$ cat config.mk
export PLATFORM = sky130hd
export DESIGN_NAME = booth_mult
export DESIGN_NICKNAME = d
export VERILOG_FILES = /design/src/rtl/booth_mult_pkg.sv /design/src/rtl/booth_mult_step.sv /design/src/rtl/booth_mult.sv
export SDC_FILE = /design/constraint.sdc
export NUM_CORES = 1
export LEC_CHECK = 0
export CORE_ASPECT_RATIO = 0.8
export CORE_MARGIN = 2
export CORE_UTILIZATION = 35
export DETAILED_ROUTE_END_ITERATION = 6
export PLACE_DENSITY = 0.61
export SLEW_MARGIN = 20
export SYNTH_ARGS = -nofsm -noshare
export SYNTH_HDL_FRONTEND = slang
export SYNTH_SLANG_ARGS = --single-unit
$ cat constraint.sdc
create_clock -name clock -period 3.1 [get_ports clock]
set_input_delay 0.62 -clock clock [delete_from_list [all_inputs] [get_ports clock]]
set_output_delay 0.62 -clock clock [all_outputs]
set_load 0.1 [all_outputs]
$ cat src/rtl/booth_mult_pkg.sv
// booth_mult_pkg: shared width, FSM state type and Booth pair encodings
package booth_mult_pkg;
  localparam int WIDTH = 32;
  typedef enum logic [1:0] {IDLE, BUSY, DONE} state_t;
  localparam logic [1:0] PAIR_ADD = 2'b01;
  localparam logic [1:0] PAIR_SUB = 2'b10;
endpackage

$ cat src/rtl/booth_mult_step.sv
// booth_step: one combinational radix-2 Booth iteration (add/sub then arithmetic shift)
module booth_step #(
  parameter int W = booth_mult_pkg::WIDTH
) (
  input  logic [W-1:0] acc_hi,
  input  logic [W-1:0] acc_lo,
  input  logic         q,
  input  logic [W-1:0] mcand,
  output logic [W-1:0] nxt_hi,
  output logic [W-1:0] nxt_lo,
  output logic         nxt_q
);
  import booth_mult_pkg::*;
  logic [W:0] hi_x;
  logic [W:0] m_x;
  logic [W:0] sum;
  // one extra bit keeps the most negative multiplicand exact through the shift
  always_comb begin
    hi_x   = {acc_hi[W-1], acc_hi};
    m_x    = {mcand[W-1], mcand};
    sum    = ({acc_lo[0], q} == PAIR_ADD) ? hi_x + m_x :
             ({acc_lo[0], q} == PAIR_SUB) ? hi_x - m_x : hi_x;
    nxt_hi = sum[W:1];
    nxt_lo = {sum[0], acc_lo[W-1:1]};
    nxt_q  = acc_lo[0];
  end
endmodule

$ cat src/rtl/booth_mult.sv
// booth_mult: sequential radix-2 Booth signed multiplier, one iteration per clock
module booth_mult #(
  parameter int WIDTH = booth_mult_pkg::WIDTH,
  parameter int CNT_W = 6
) (
  input  logic             clock,
  input  logic             reset,
  input  logic             MULT_START,
  input  logic [WIDTH-1:0] A,
  input  logic [WIDTH-1:0] B,
  output logic             MULT_END,
  output logic [WIDTH-1:0] HI,
  output logic [WIDTH-1:0] LO
);
  import booth_mult_pkg::*;
  state_t state, state_d;
  logic [CNT_W-1:0] cnt;
  logic [WIDTH-1:0] acc_hi, acc_lo, mcand, nxt_hi, nxt_lo;
  logic q, nxt_q, last;
  booth_step #(.W(WIDTH)) u_step (
    .acc_hi(acc_hi),
    .acc_lo(acc_lo),
    .q(q),
    .mcand(mcand),
    .nxt_hi(nxt_hi),
    .nxt_lo(nxt_lo),
    .nxt_q(nxt_q)
  );
  always_comb begin
    last    = (state == BUSY) && (cnt == CNT_W'(1)) && !MULT_START;
    state_d = MULT_START ? BUSY : last ? DONE : state;
  end
  always_ff @(posedge clock) begin
    if (reset) begin
      state    <= IDLE;
      cnt      <= '0;
      acc_hi   <= '0;
      acc_lo   <= '0;
      mcand    <= '0;
      q        <= 1'b0;
      HI       <= '0;
      LO       <= '0;
      MULT_END <= 1'b0;
    end else begin
      state <= state_d;
      if (MULT_START) begin
        mcand    <= A;
        acc_lo   <= B;
        acc_hi   <= '0;
        q        <= 1'b0;
        HI       <= '0;
        LO       <= '0;
        MULT_END <= 1'b0;
        cnt      <= CNT_W'(WIDTH);
      end else if (state == BUSY) begin
        acc_hi <= nxt_hi;
        acc_lo <= nxt_lo;
        q      <= nxt_q;
        cnt    <= cnt - CNT_W'(1);
        if (last) begin
          HI       <= nxt_hi;
          LO       <= nxt_lo;
          MULT_END <= 1'b1;
        end
      end
    end
  end
endmodule

Word level (Yosys, flattened, before mapping)

Index checks and enable logic that the tools add are counted.
W data, S select, Z words.

Bits in registers: 170
Output and inout bits: 65

$add $sub $neg: 3
Equality and inequality tests: 4
Muxes and demuxes: 8
Reductions and logical operators: 7

Operator list:

| operator              | count |
|---|---|
| $mux W33              | 2 |
| $mux W32              | 2 |
| $add A32 B32 Y33      | 1 |
| $sub A32 B32 Y33      | 1 |
| $mux W6               | 2 |
| $eq A6 B1 Y1 const B  | 1 |
| $sub A6 B1 Y6 const B | 1 |
| $eq A2 B1 Y1 const B  | 2 |
| $reduce_bool A2 Y1    | 2 |
| $eq A2 B2 Y1 const B  | 1 |
| $logic_and A1 B1 Y1   | 2 |
| $mux W1               | 2 |
| $reduce_and A2 Y1     | 1 |
| $reduce_or A2 Y1      | 1 |
| $logic_not A1 Y1      | 1 |

Depth between registers and ports, before layout

Word-level depth: 5
Mapped depth: 13
Depth with buffers taken out: 12

Hierarchy

From an unflattened synthesis, not the netlist that was laid out.

Cells, all modules: 1412
Area, all modules: 10694.0 um2

By module, submodules not included:

| module     | instances | cells each | area each (um2) |
|---|---|---|---|
| booth_mult | 1         | 762        | 6396.1 |
| booth_step | 1         | 650        | 4297.9 |

Worst setup path after synthesis

Ideal clock, no wire load.

Path kind: register to register
From: register acc_hi[0]
To: register HI[25]
Setup time: 0.096 ns
Arrival time: 2.767 ns
Data required time: 3.004 ns
Slack: 0.237 ns
Cell stages (with the launch flop): 13
Clock period less this slack: 2.863 ns
Cell sequence: dfxtp_1 > ha_1 > fa_1 > nor2b_1 > o211a_1 > o311ai_2 > and3_1 > buf_2 > o21ai_1 > a311oi_1 > xor2_1 > nor2_1 > o41ai_2

Word-level cells in the longest chain between the ends: 3
Elaborated cells on any way between the ends: 4
Those cells by class: 2 x add/sub; 2 x mux

Ends and longest elaborated chain:

| element                  | line                  | source |
|---|---|---|
| start: declaration       | booth_mult.sv:18      | `logic [WIDTH-1:0] acc_hi, acc_lo, mcand, nxt_hi, nxt_lo;` |
| start signal: assignment | booth_mult.sv:56      | `acc_hi <= nxt_hi;` |
| $sub A32 B32 Y33         | booth_mult_step.sv:22 | `({acc_lo[0], q} == PAIR_SUB) ? hi_x - m_x : hi_x;` |
| $mux W33                 | booth_mult_step.sv:22 |  |
| $mux W33 *               | booth_mult_step.sv:21 | `sum = ({acc_lo[0], q} == PAIR_ADD) ? hi_x + m_x :` |
| end signal: assignment   | booth_mult.sv:61      | `HI <= nxt_hi;` |
| end: declaration         | booth_mult.sv:12      | `output logic [WIDTH-1:0] HI,` |

Every way passes the cells marked *; elsewhere a longest branch is shown, timed or not.
A chain may end at the register's enable or synchronous reset.

Worst setup path in the final report

From: register mcand[16]
To: register acc_hi[28]

Word-level cells in the longest chain between the ends: 3
Elaborated cells on any way between the ends: 4
Those cells by class: 2 x add/sub; 2 x mux

Ends and longest elaborated chain:

| element                  | line                  | source |
|---|---|---|
| start: declaration       | booth_mult.sv:18      |  |
| start signal: assignment | booth_mult.sv:39      | `mcand <= '0;` |
| start signal: assignment | booth_mult.sv:47      | `mcand <= A;` |
| $sub A32 B32 Y33         | booth_mult_step.sv:22 |  |
| $mux W33                 | booth_mult_step.sv:22 |  |
| $mux W33 *               | booth_mult_step.sv:21 |  |

Marked as above.

==> impl_results.md <==
- Area fraction of the dominant cell type after synthesis: between 30% and 40%
- Total Routing Usage GR: 22.9%
- Critical-path cell list: inv_1 -> ha_1 -> or4_4 -> or3_4 -> or2_4 -> o211ai_4 -> buf_6 -> a32oi_4 -> nand4_1 -> o311ai_4 -> o31ai_1
- Worst setup SP type: register
- Final setup fails: 0
- Core box area: approximately 30000 um2
- Crit path setup slack, layout: ~0.060 ns
- Die Area: between 30000 and 40000 um2
- Final total power: 0.00570 W
- Synth area leaders: dfxtp_1, a21oi_1, ha_1, nand2_1, nor2_1
- Worst-path clk slew: 0.08 ns
- ANT cells: 0
- CP Class: reg2reg
- Clock sink total: 170
- Die width: between 150 and 200 um
- Hpwl dp: around 25000 um
- Vias per cell: 5.39
- Final hold viol count: 0
- Layout cells sized above 1: 15.9%
- Slew @ Worst Pin: 0.854 ns
- Slew Viols, Final: 0
- Vias in the first global route: ~9800
- Layout overhead on the synthesized area: 25.9%
- Cell Area, Synth: approximately 10000 um2
- Tmin final: around 3 ns
- Yosys top cell by area: dfxtp_1
- Routed Antenna Nets: 0
- Rel. slew slack: between 40% and 50%
- I/O pin count: 132
- Final period util: a little over nine tenths
- Worst clock skew: 0.0170 ns
- Achievable Freq: between 0.3 and 0.4 GHz
- Synth Register Bits: 170
- Pre-CTS WS: -0.0462 ns
- Syn_nets: 1524
- Hold/Removal Path Class: reg2reg
- Synth cell types: 77
- CP arrival: 3.39 ns
- Residual DRC: 0
- Top FF cell, synth: dfxtp_1
- Initial Util: about 35%
- Critical Path Slowest Stage Cell: or4_4
- Chip height: roughly 160 um
- Ys async rst share: 0%
- Largest net degree at the start of global routing: between 60 and 70
- Leak Pwr: about 5.3 nW
- Port bufs: roughly 130
- Pre-Repair DR Iteration Count: 5
- Row count: between 50 and 60
- Gate Count Post-Synth: roughly 1400
- WP data required: between 3 and 4 ns
- Initial DRC Count: about 950
- Most frequent cells in the layout: nand2_1, a21oi_1, nor2_1
- CP Capture Type: register
- MaxCap Viol Count: 0
- Syn Area/Cell: about 7.5 um2
- GPL Wtd Cong: between 0.9 and 1
- Syn. warnings: 0
- Number of flops mapped to enable cells by yosys: 0
- Outcome: finished, final reports clean
- Cell Pwr Density: between 400 and 500 nW/um2
- H-tree Lvls: 4
- Worst skew pair latency: between 0.4 and 0.5 ns
- CTS tree: built
- Seq/Total Area, Yosys: 32.8%
- First-pass GRT wire length: ~55000 um
- Most common cell after layout, fill and taps aside: nand2_1
- Antenna violations before repair: 0
- CP max stage delay: roughly 0.50 ns
- CTS buffer count: 17
- Peak supply drop: around 390 uV
- Routed len/inst: between 15 and 20 um
- Final Net Count: ~1700
- Routed via count: between 10000 and 15000
- Total congestion overflow: 0
- Max FO, Critical Path: 6
- Routed Wire Length: roughly 36000 um
- CTS Buffer Depth: 2
- Hold buffers post-CTS: 0
- Root Buffer: clkbuf_16
==> timing repair <==
action | 4_1_cts | 5_1_grt
endpoints found under the setup margin | 1 | 27
gates resized for setup | 2 | 34
pin swaps | 0 | 8
buffers inserted | 0 | 4
==> report_power, final <==
part	switching [W]	total [W]	internal [W]
sequential	0.0000602	0.00231	0.00225
combinational	0.000678	0.00115	0.000473
clock	0.00103	0.00224	0.00121
total	0.00177	0.00570	0.00393
==> sequential cells by signal, indices dropped and copies added, names as in the netlist <==
name	count
HI	32
LO	32
MULT_END	1
acc_hi	32
acc_lo	32
cnt	6
mcand	32
q	1
state	2
==> worst paths after layout <==
path / from / endpoint / slack (ns) / depth (start not counted)
hold / removal: LO[23] / LO[23] / 0.46 / 2
setup / recovery: mcand[16] / acc_hi[28] / 0.06 / 11
setup reg to reg: mcand[16] / acc_hi[28] / 0.06 / 11
hold reg to reg: LO[23] / LO[23] / 0.46 / 2
==> metal layers <==
| layer | GRT usage [%] | vias up | share of wire [%] |
|---|---|---|---|
| met3 | 3.71 | 36 | 5.1 |
| met4 | 6.48 | 0 | 1.8 |
| li1 | - | 5119 | - |
| met2 | 36.8 | 295 | 44 |
| met1 | 31.9 | 4925 | 49 |
| met5 | 0 | - | 0 |
==> synth_stat cells (23+ instances only) <==
| library cell | instances |
|---|---|
| a31oi_1 | 26 |
| a21oi_1 | 184 |
| o21ai_0 | 51 |
| mux2i_1 | 33 |
| nand3_1 | 23 |
| clkbuf_1 | 65 |
| dfxtp_1 | 170 |
| nand2_1 | 218 |
| nor2_1 | 170 |
| inv_1 | 59 |
| xnor2_1 | 40 |
| ha_1 | 66 |
==> area by class of cell <==
type / instances / area [um2]
Clock buffer: 17 / 425
Clock inverter: 15 / 163
Fill cell: 2990 / 16200
Inverter: 65 / 244
Multi-Input combinational cell: 1061 / 6550
Sequential cell: 170 / 3410
Tap cell: 377 / 472
Timing Repair Buffer: 219 / 1820
==> cells by family (layout without fill, tap and decap cells) <==
family / count (synthesis) / after routing / share of synthesized area (%)
AND/OR/NAND/NOR: 493 / 493 / 20.3
buffers and inverters: 158 / 316 / 5.94
AO/OA/AOI/OAI: 408 / 408 / 24.5
XOR/XNOR: 57 / 57 / 4.80
flip-flops: 170 / 170 / 32.8
adder cells (fa/ha/maj): 68 / 68 / 8.33
multiplexers: 35 / 35 / 3.40
==> worst max-delay path: cells and delay by family, from the launching register on <==
family,cells,cell delay [ns]
buffers and inverters,2,0.21
adder cells (fa/ha/maj),1,0.29
flip-flops,1,0.34
AO/OA/AOI/OAI,4,0.83
AND/OR/NAND/NOR,4,1.28
==> through the flow <==
step	hold slack [ns]	util (%)	area [um2]	TNS, ns	instances
after CTS	0.458	44.0	12900	0	1920
after global placement	0.445	42.0	12300	0	1888
final	0.455	44.7	13100	0	1924
after global routing	0.472	44.7	13100	-0.0512	1924
after floorplan	0.445	-	10400	0	1389
after detailed placement	0.448	42.0	12300	-0.0462	1888
(Power assumes the default switching activity.)
